`config.mk`:
```
export PLATFORM = sky130hd
export DESIGN_NAME = peridot_avm_arbiter
export DESIGN_NICKNAME = d
export VERILOG_FILES = /design/src/rtl/peridot_avm_arbiter.sv
export SDC_FILE = /design/constraint.sdc
export NUM_CORES = 1
export LEC_CHECK = 0
export ABC_AREA = 1
export BUFFER_PORTS_ARGS = -buffer_cell sky130_fd_sc_hd__buf_4
export CAP_MARGIN = 40
export CORE_AREA = 5 5 118 120
export DETAILED_ROUTE_END_ITERATION = 6
export DIE_AREA = 0 0 123 125
export HOLD_SLACK_MARGIN = 0.1
export SYNTH_ARGS = -nofsm -noshare
export SYNTH_HDL_FRONTEND = slang
export SYNTH_SLANG_ARGS = --single-unit
```
`constraint.sdc`:
```
create_clock -name csi_avmclock_clk -period 1.87 [get_ports csi_avmclock_clk]
set_input_delay 0.0935 -clock csi_avmclock_clk [delete_from_list [all_inputs] [get_ports csi_avmclock_clk]]
set_output_delay 0.0935 -clock csi_avmclock_clk [all_outputs]
set_load 0.05 [all_outputs]
```
`src/rtl/peridot_avm_arbiter.sv`:
```
// Purpose: two-port Avalon-MM arbiter. Alternates ownership of one master port with a
//   per-grant command quantum and holds in-order read completion across owner changes.
// Latency: 1-cycle grant from IDLE. Commands pass combinationally while BUSY.
//   Read data and readdatavalid pass combinationally to the current owner.
// Backpressure: the owner sees the slave waitrequest. It is also held off while
//   MAX_PENDING reads are outstanding. The non-owner is always held off.
// Ports:
//   csi_avmclock_clk / csi_avmclock_reset : clock and synchronous active-high reset
//   avs_s0_* / avs_s1_*                   : Avalon-MM slave ports facing the two requesters
//   avm_m1_*                              : Avalon-MM master port facing the shared slave
//   arb_error                             : sticky flag for an unexpected readdatavalid
module peridot_avm_arbiter #(
  parameter int QUANTUM     = 8,
  parameter int MAX_PENDING = 4
) (
  input  logic        csi_avmclock_clk,
  input  logic        csi_avmclock_reset,
  input  logic [31:0] avs_s0_address,
  input  logic        avs_s0_read,
  input  logic        avs_s0_write,
  input  logic [3:0]  avs_s0_byteenable,
  input  logic [31:0] avs_s0_writedata,
  output logic [31:0] avs_s0_readdata,
  output logic        avs_s0_waitrequest,
  output logic        avs_s0_readdatavalid,
  input  logic [31:0] avs_s1_address,
  input  logic        avs_s1_read,
  input  logic        avs_s1_write,
  input  logic [3:0]  avs_s1_byteenable,
  input  logic [31:0] avs_s1_writedata,
  output logic [31:0] avs_s1_readdata,
  output logic        avs_s1_waitrequest,
  output logic        avs_s1_readdatavalid,
  output logic [31:0] avm_m1_address,
  output logic        avm_m1_read,
  output logic        avm_m1_write,
  output logic [3:0]  avm_m1_byteenable,
  output logic [31:0] avm_m1_writedata,
  input  logic [31:0] avm_m1_readdata,
  input  logic        avm_m1_waitrequest,
  input  logic        avm_m1_readdatavalid,
  output logic        arb_error
);

  localparam logic [3:0] PEND_MAX = 4'(MAX_PENDING);
  // qcnt holds commands already accepted in this grant, so the quantum is
  // reached when an accept happens while qcnt sits at QUANTUM-1.
  localparam logic [7:0] Q_LAST   = 8'(QUANTUM - 1);

  typedef enum logic [1:0] {IDLE, BUSY, DRAIN} state_t;

  state_t      state, state_nxt;
  logic        owner, owner_nxt;
  logic        last, last_nxt;
  logic [3:0]  pending, pending_nxt;
  logic [7:0]  qcnt, qcnt_nxt;
  logic        arb_error_nxt;

  logic        s0_req, s1_req;
  logic        own_read, own_write, own_req, oth_req;
  logic [31:0] own_address, own_writedata;
  logic [3:0]  own_byteenable;
  logic        blocked, accept, rdv_ok;

  assign s0_req         = avs_s0_read | avs_s0_write;
  assign s1_req         = avs_s1_read | avs_s1_write;
  assign own_read       = owner ? avs_s1_read       : avs_s0_read;
  assign own_write      = owner ? avs_s1_write      : avs_s0_write;
  assign own_address    = owner ? avs_s1_address    : avs_s0_address;
  assign own_writedata  = owner ? avs_s1_writedata  : avs_s0_writedata;
  assign own_byteenable = owner ? avs_s1_byteenable : avs_s0_byteenable;
  assign own_req        = own_read | own_write;
  assign oth_req        = owner ? s0_req : s1_req;

  // Writes are throttled together with reads at the pending limit so a later
  // write can never overtake an earlier read that is still being held off.
  assign blocked = (pending == PEND_MAX);
  assign accept  = (state == BUSY) & own_req & ~blocked & ~avm_m1_waitrequest;

  // A return is only legitimate when a read is actually outstanding; anything
  // else is swallowed here and reported through arb_error.
  assign rdv_ok  = avm_m1_readdatavalid & (state != IDLE) & (pending != 4'd0);

  assign avs_s0_readdata      = avm_m1_readdata;
  assign avs_s1_readdata      = avm_m1_readdata;
  assign avs_s0_readdatavalid = rdv_ok & ~owner;
  assign avs_s1_readdatavalid = rdv_ok & owner;

  always_ff @(posedge csi_avmclock_clk) begin
    if (csi_avmclock_reset) begin
      state     <= IDLE;
      owner     <= 1'b0;
      last      <= 1'b1;
      pending   <= 4'd0;
      qcnt      <= 8'd0;
      arb_error <= 1'b0;
    end else begin
      state     <= state_nxt;
      owner     <= owner_nxt;
      last      <= last_nxt;
      pending   <= pending_nxt;
      qcnt      <= qcnt_nxt;
      arb_error <= arb_error_nxt;
    end
  end

  always_comb begin
    state_nxt          = state;
    owner_nxt          = owner;
    last_nxt           = last;
    qcnt_nxt           = qcnt;
    pending_nxt        = pending;
    arb_error_nxt      = arb_error | (avm_m1_readdatavalid & ~rdv_ok);
    avm_m1_address     = own_address;
    avm_m1_writedata   = own_writedata;
    avm_m1_byteenable  = own_byteenable;
    avm_m1_read        = 1'b0;
    avm_m1_write       = 1'b0;
    avs_s0_waitrequest = 1'b1;
    avs_s1_waitrequest = 1'b1;

    unique case (state)
      IDLE: begin
        if (s0_req || s1_req) begin
          // On a tie the port that did not hold the previous grant wins.
          owner_nxt = (s0_req && s1_req) ? ~last : s1_req;
          qcnt_nxt  = 8'd0;
          state_nxt = BUSY;
        end
      end
      BUSY: begin
        avm_m1_read  = own_read & ~blocked;
        avm_m1_write = own_write & ~blocked;
        if (owner) avs_s1_waitrequest = blocked | avm_m1_waitrequest;
        else       avs_s0_waitrequest = blocked | avm_m1_waitrequest;
        if (!own_req) begin
          state_nxt = DRAIN;
        end else if (accept) begin
          if (qcnt == Q_LAST) begin
            // Quantum used up: yield only if the other port wants the bus,
            // otherwise start a fresh quantum for the same owner.
            qcnt_nxt = 8'd0;
            if (oth_req) state_nxt = DRAIN;
          end else begin
            qcnt_nxt = qcnt + 8'd1;
          end
        end
      end
      DRAIN: begin
        if (pending == 4'd0) begin
          last_nxt  = owner;
          state_nxt = IDLE;
        end
      end
      default: state_nxt = IDLE;
    endcase

    case ({accept & own_read, rdv_ok})
      2'b10:   pending_nxt = pending + 4'd1;
      2'b01:   pending_nxt = pending - 4'd1;
      default: pending_nxt = pending;
    endcase
  end

endmodule

```
==> results.md, run 1 <==
* All-Layer GR Usage at 0.1309
* GRT busiest layer: met2
* Final setup violation count at 0
* Clock Path Buffers at 2
* Synth Area in Simple Gates at 0.5194
* Adder-Cell Fraction of Synth Area at 0.02017
* Ys async rst share at 0
* DP Cell Count at 801
* Fin crit share at 0.9230
* Sw Share at 0.5142
* Vias at 3220
* Buffers on Ports at 218
* Ant. Diodes at 0
* R2R Path End: pending[2]
* Routing usage on met3 at 0.04878
* Crit path arrival time at 1.87 ns
* Fin. max-slew vios at 0
* Yosys cell types at 25
* Power, Total at 2.927 mW
* Clock sink total at 17
* Die Ht at 125 um
* Top cell type's share of synthesized area at 0.3828
* Top post-synthesis cells by count: 253 x nand2_1, 64 x buf_4, 29 x nor2_1
* Fmax at 579.4 MHz
* Synth Flop Type: dfxtp_1
* Worst IR Drop VDD at 358.4 uV
* Ports at 315
* Synth Cell Area at 2481 um^2
* Setup TNS Final at 0 ns
* Worst slew pin tran at 0.5374 ns
* R2R Setup Slk at 0.14 ns
* Critical Path End Type: flip-flop
* Clock Tree Root: clkbuf_16
* Worst slew margin relative to its limit at 0.6417
* Cell leakage power at 2.317 nW
* Place WS at 0.01856 ns
* Status: complete, no violations
* Iteration-0 DRC count of the detailed router at 92
* Fin cells at 806
* Internal at 1.422 mW
* Sw Pwr at 1.505 mW
* Post-synthesis xor/xnor area fraction at 0.007060
* Initial Util at 0.1927
* Final hold vios at 0
* DR pass1 iterations at 5
* HP Class: in -> reg
* DIE AREA at 15380 um^2
* RSZ-0062 raised after global routing: yes
* Clock power frac at 0.150
* R2R cell count at 11
* Syn nets at 655
* Initial antenna violation count at 0
* Largest net degree at the start of global routing at 73
* Clk pin slew, worst setup/hold paths at 0.05 ns
* Row Count at 42
* Critical Path Source Type: flip-flop
* Post-Route WL at 10750 um
* Post-synthesis mux area share at 0
* Clk_lat worst skew at 0.25 ns
* Met1 Resource Use GR at 0.1609
* Fillers at 1443
* Worst EP required at 2.01 ns
* Vias per cell at 3.995
* P per Cell Area at 727.4 nW/um^2
* Post-route setup slack at 0.1440 ns
* RR Startpoint: pending[0]
* Final #Nets at 811
* Largest family of logic cells by synthesized area: simple AND/OR/NAND/NOR gates
* GPL Wtd Cong at 0.7957
* YS warnings at 0
* Clock skew at 0.001619 ns
* Logic pwr share at 0.700
* Sequential power share at 0.150
* Post-synthesis sequential area ratio at 0.1372
* Area delta synth->final at 62.18%
* Hold_sp: avm_m1_readdatavalid
* Most numerous cell in the Yosys netlist: nand2_1
* H-Tree Depth at 1
* Core area at 12870 um^2
* Grt ovf at 0
* EDFF count, synth at 0
* Hold path depth at 3
* Crit Path Class: reg -> reg
* CTS tree: yes
* DP HPWL at 9026 um
* Share of cells above drive strength 1 at 0.4095
* Synthesized area per cell at 5.223 um^2
* Mapped Cells at 475
* DRC violations left at 0
* Register bit count reported by yosys at 17
* Die width at 123 um
* M2 GR Usage at 0.2223
* Synth area leader: nand2_1
* CP Max Fanout at 2
* Routed len/inst at 13.34 um
* WHS Endpoint: arb_error
* Total CTS buffers at 3
* Synth Area in Compound Gates at 0.04387
* Max Cap Viol at 0
* Top area cells in the synthesized netlist: nand2_1 38%, buf_4 19%, dfxtp_1 14%, nand3_1 5.4%, nor2_1 4.4%
* First-pass GRT wire length at 16380 um
* Vias in the first global route at 3196
* Min Hold Slack at 0.1039 ns
* Final worst path period need at 1.726 ns
* Routed Antenna Nets at 0
## repair_timing
action,CTS,global route
pin swaps,0,1
setup endpoints to repair,1,46
hold buffers,1,0
setup buffers,0,0
gates cloned,0,0
gates resized for setup,1,8
endpoints found under the hold margin,3,0
## worst max-delay path by stage
stage | endpoint | startpoint | cells past startpoint | slack (ns)
2_1_floorplan | pending[2] | pending[1] | 11 | 0.0006
3_3_place_gp | pending[2] | pending[1] | 11 | 0.04
3_5_place_dp | pending[2] | pending[1] | 11 | 0.02
4_1_cts | pending[2] | pending[1] | 11 | 0.02
5_1_grt | pending[2] | pending[0] | 11 | -0.01
6_report | pending[2] | pending[0] | 11 | 0.14
## routing by layer
layer	wire (um)	part of all wire
met1	4375	0.41
met5	0	0
met4	42	0.0039
met3	1069	0.099
met2	5266	0.49
## logic make-up after synthesis
group,count (synthesis)
and+or+nand+nor,321
DFF,17
adders and majority gates,4
buffers and inverters,112
AOI/OAI and AO/OA,19
xor gates and xnor gates,2
## through the flow
step                        util  area, um^2
final                     0.3125        4024
after global routing      0.3125        4024
after CTS                 0.3106        3999
after detailed placement  0.3034        3906
after global placement    0.3034        3906
after floorplan                -        2494
## area by class of cell
type | count | area [um^2] | share of cell area
inverter | 30 | 112.6 | 0.02799
clock buffer | 4 | 78.83 | 0.01959
tap | 176 | 220.2 | 0.05473
multi-input combinational | 346 | 1499 | 0.3725
sequential | 17 | 341.6 | 0.08489
timing repair buffer | 233 | 1772 | 0.4403
## state kept, by name (all words and copies together) (netlist names)
register and cells:
owner 1, qcnt 8, arb_error 1, pending 4, state 2, last 1
## placed cells by master (no fill, tap or decap), drive strengths merged, types with 2 or more instances in the layout
cell	instances
a21oi	11
buf	232
clkbuf	4
dfxtp	17
ha	4
inv	29
nand2	254
nand3	28
nand4	2
nor2	34
nor3	2
o21ai	7
## power by group through the flow
stage | combinational [mW] | clock [mW] | sequential (mW)
global placement | 2.05 | 0 | 0.442
detailed placement | 2.05 | 0 | 0.442
finish | 2.05 | 0.438 | 0.440
floorplan | 1.64 | 0 | 0.456
CTS | 2.06 | 0.449 | 0.436
global route | 2.22 | 0.463 | 0.446
## worst max-delay path, cell delays in order (launching register included)
cell and delay [ns]:
dfxtp_1 0.33, nor2_4 0.16, nand3_2 0.10, nand3_2 0.08
inv_1 0.06, ha_2 0.19, xor2_1 0.15, ha_1 0.19
a21oi_2 0.12, xnor2_1 0.07, o21ai_0 0.13, inv_1 0.05
Power figures use the tool's default switching activity.
==> inputs of run 2 (changes only) <==
- CORE_AREA: 5 5 118 120 -> 2 2 122 124
- DIE_AREA: 0 0 123 125 -> 0 0 124 126
==> results.md, run 2 (synthesis gave the netlist of run 1 again) <==
* DR pass1 iterations at 4
* Critical Path Source Type: flip-flop
* Share of cells above drive strength 1 at 0.4209
* Routed len/inst at 13.04 um
* Fmax at 572.0 MHz
* Worst IR Drop VDD at 289.7 uV
* CP Max Fanout at 3
* Fin crit share at 0.9350
* R2R Setup Slk at 0.12 ns
* Routed Antenna Nets at 0
* DRC violations left at 0
* Area after DPL at 3916 um^2
* Largest net degree at the start of global routing at 73
* Final worst path period need at 1.748 ns
* R2R cell count at 11
* GPL Wtd Cong at 0.8343
* Final Instance Area at 4080 um^2
* Max reg flops at 8
* Max Cap Viol at 0
* Crit Path Class: reg -> reg
* DIE AREA at 15620 um^2
* Worst slew margin relative to its limit at 0.5782
* Clock sink total at 17
* Core area at 14310 um^2
* Clock Tree Root: clkbuf_16
* H-Tree Depth at 1
* Die Ht at 126 um
* Commonest non-fill, non-tap cells in the layout: 250 x nand2_1, 232 x buf_4, 27 x nor2_1
* Reg with most FFs: qcnt
* Grt ovf at 0
* Clk_lat worst skew at 0.25 ns
* Final #Nets at 813
* Status: complete, no violations
* Vias in the first global route at 3236
* Cell family with most CP delay: simple AND/OR/NAND/NOR gates
* Die width at 124 um
* Internal at 1.435 mW
* Regs by FF count: qcnt: 8 flops, pending: 4 flops, state: 2 flops
* Initial antenna violation count at 0
* Clock Path Buffers at 2
* End point of the critical path: pending[2]
* Row Count at 44
* Setup TNS Final at 0 ns
* Vias at 3249
* Worst slew pin tran at 0.6328 ns
* Min Hold Slack at 0.1870 ns
* Post-route setup slack at 0.1216 ns
* Ant. Diodes at 0
* Critical Path End Type: flip-flop
* DP HPWL at 8896 um
* Clk pin slew, worst setup/hold paths at 0.05 ns
* Post-Route WL at 10640 um
* CP max stage cell: dfxtp_2
* CP startpoint: pending[0]
* All-Layer GR Usage at 0.1321
* Sw Pwr at 1.536 mW
* Final setup violation count at 0
* HP Class: in -> out
* Clock skew at 0.001352 ns
* Worst EP required at 2.02 ns
* Buffers and inverters on the worst path at 2
* Area delta synth->final at 64.45%
* Clock power frac at 0.149
* Final hold vios at 0
* Critical Path Most Common Cell: nand3_2
* Fin. max-slew vios at 0
* Iteration-0 DRC count of the detailed router at 98
* First-pass GRT wire length at 16370 um
* Logic pwr share at 0.701
* Vias per cell at 3.982
* Cell leakage power at 2.325 nW
* Commonest non-fill, non-tap cell in the layout: nand2_1
* WP depth at 11
* Total CTS buffers at 3
* P per Cell Area at 728.2 nW/um^2
* Critical Path, Cell by Cell: nor2_4 -> nand3_2 -> nand3_2 -> inv_2 -> ha_4 -> xor2_2 -> ha_1 -> a21oi_1 -> xnor2_1 -> o21ai_1 -> inv_1
* Crit path arrival time at 1.89 ns
* R2R Path End: pending[2]
* Initial Util at 0.1733
* Sw Share at 0.5169
* CTS tree: yes
* RR Startpoint: pending[0]
* Ports at 315
* Sequential power share at 0.150
* Buffers on Ports at 218
* Hold_sp: avm_m1_readdata[9]
* Critical path's largest stage delay at 0.33 ns
* Place WS at -0.008445 ns
-- run 2: changes by cell type in the layout (fill, tap and decap cells not counted), sizes merged --
cell         change
buf              +1
dlygate4sd3      +1
-- run 2: stage by stage --
stage	std cells	power (mW)	util
after global routing	816	3.168	0.2851
final	816	2.971	0.2851
after CTS	815	2.960	0.2809
after global placement	809	2.488	0.2736
after floorplan	475	2.099	-
after detailed placement	809	2.489	0.2736
-- run 2: worst reg2reg max path: cells and delay by family (launching register included) --
| family | cells | cell delay [ns] |
|---|---|---|
| AO/OA/AOI/OAI | 2 | 0.28 |
| XOR/XNOR | 2 | 0.25 |
| adder cells (fa/ha/maj) | 2 | 0.34 |
| buffers and inverters | 2 | 0.10 |
| flip-flops | 1 | 0.33 |
| AND/OR/NAND/NOR | 3 | 0.36 |
-- run 2: final cells by class --
class	count	area (um^2)
Fill cell	1659	10230
Timing Repair Buffer	235	1782
Multi-Input combinational cell	346	1533
Sequential cell	17	344.1
Tap cell	184	230.2
Inverter	30	112.6
Clock buffer	4	78.83
-- run 2: power by group through the flow --
stage / logic [mW] / clock network [mW] / registers, mW
after global placement: 2.04 / 0 / 0.445
final: 2.08 / 0.443 / 0.445
after floorplan: 1.64 / 0 / 0.456
after detailed placement: 2.04 / 0 / 0.446
after global routing: 2.25 / 0.468 / 0.452
after CTS: 2.06 / 0.459 / 0.443
-- run 2: worst min-delay path by stage --
stage                                to  slack (ns)  depth (start not counted)
floorplan                     arb_error        0.24                          2
global placement    avs_s0_readdata[13]        0.19                          0
detailed placement  avs_s0_readdata[13]        0.19                          0
CTS                 avs_s0_readdata[13]        0.19                          0
global route        avs_s0_readdata[18]        0.19                          0
finish               avs_s0_readdata[9]        0.19                          0
-- run 2: routing by layer --
layer  part of all wire  GRT usage  routed length (um)  vias to the layer above
met2               0.48     0.2259                5101                      145
met4              0.016    0.02644                 174                        0
met5                  0          0                   0                        -
met3              0.094    0.04891                1005                       12
li1                   -          -                   -                     1694
met1               0.41     0.1578                4361                     1398
-- run 2: repair_timing --
action / in CTS / in global routing
resized for setup: 2 / 15
hold buffers: 2 / 0
setup endpoints to repair: 1 / 5
setup buffers: 0 / 1
pin swaps: 0 / 7
endpoints found under the hold margin: 2 / 0
cloned: 0 / 0
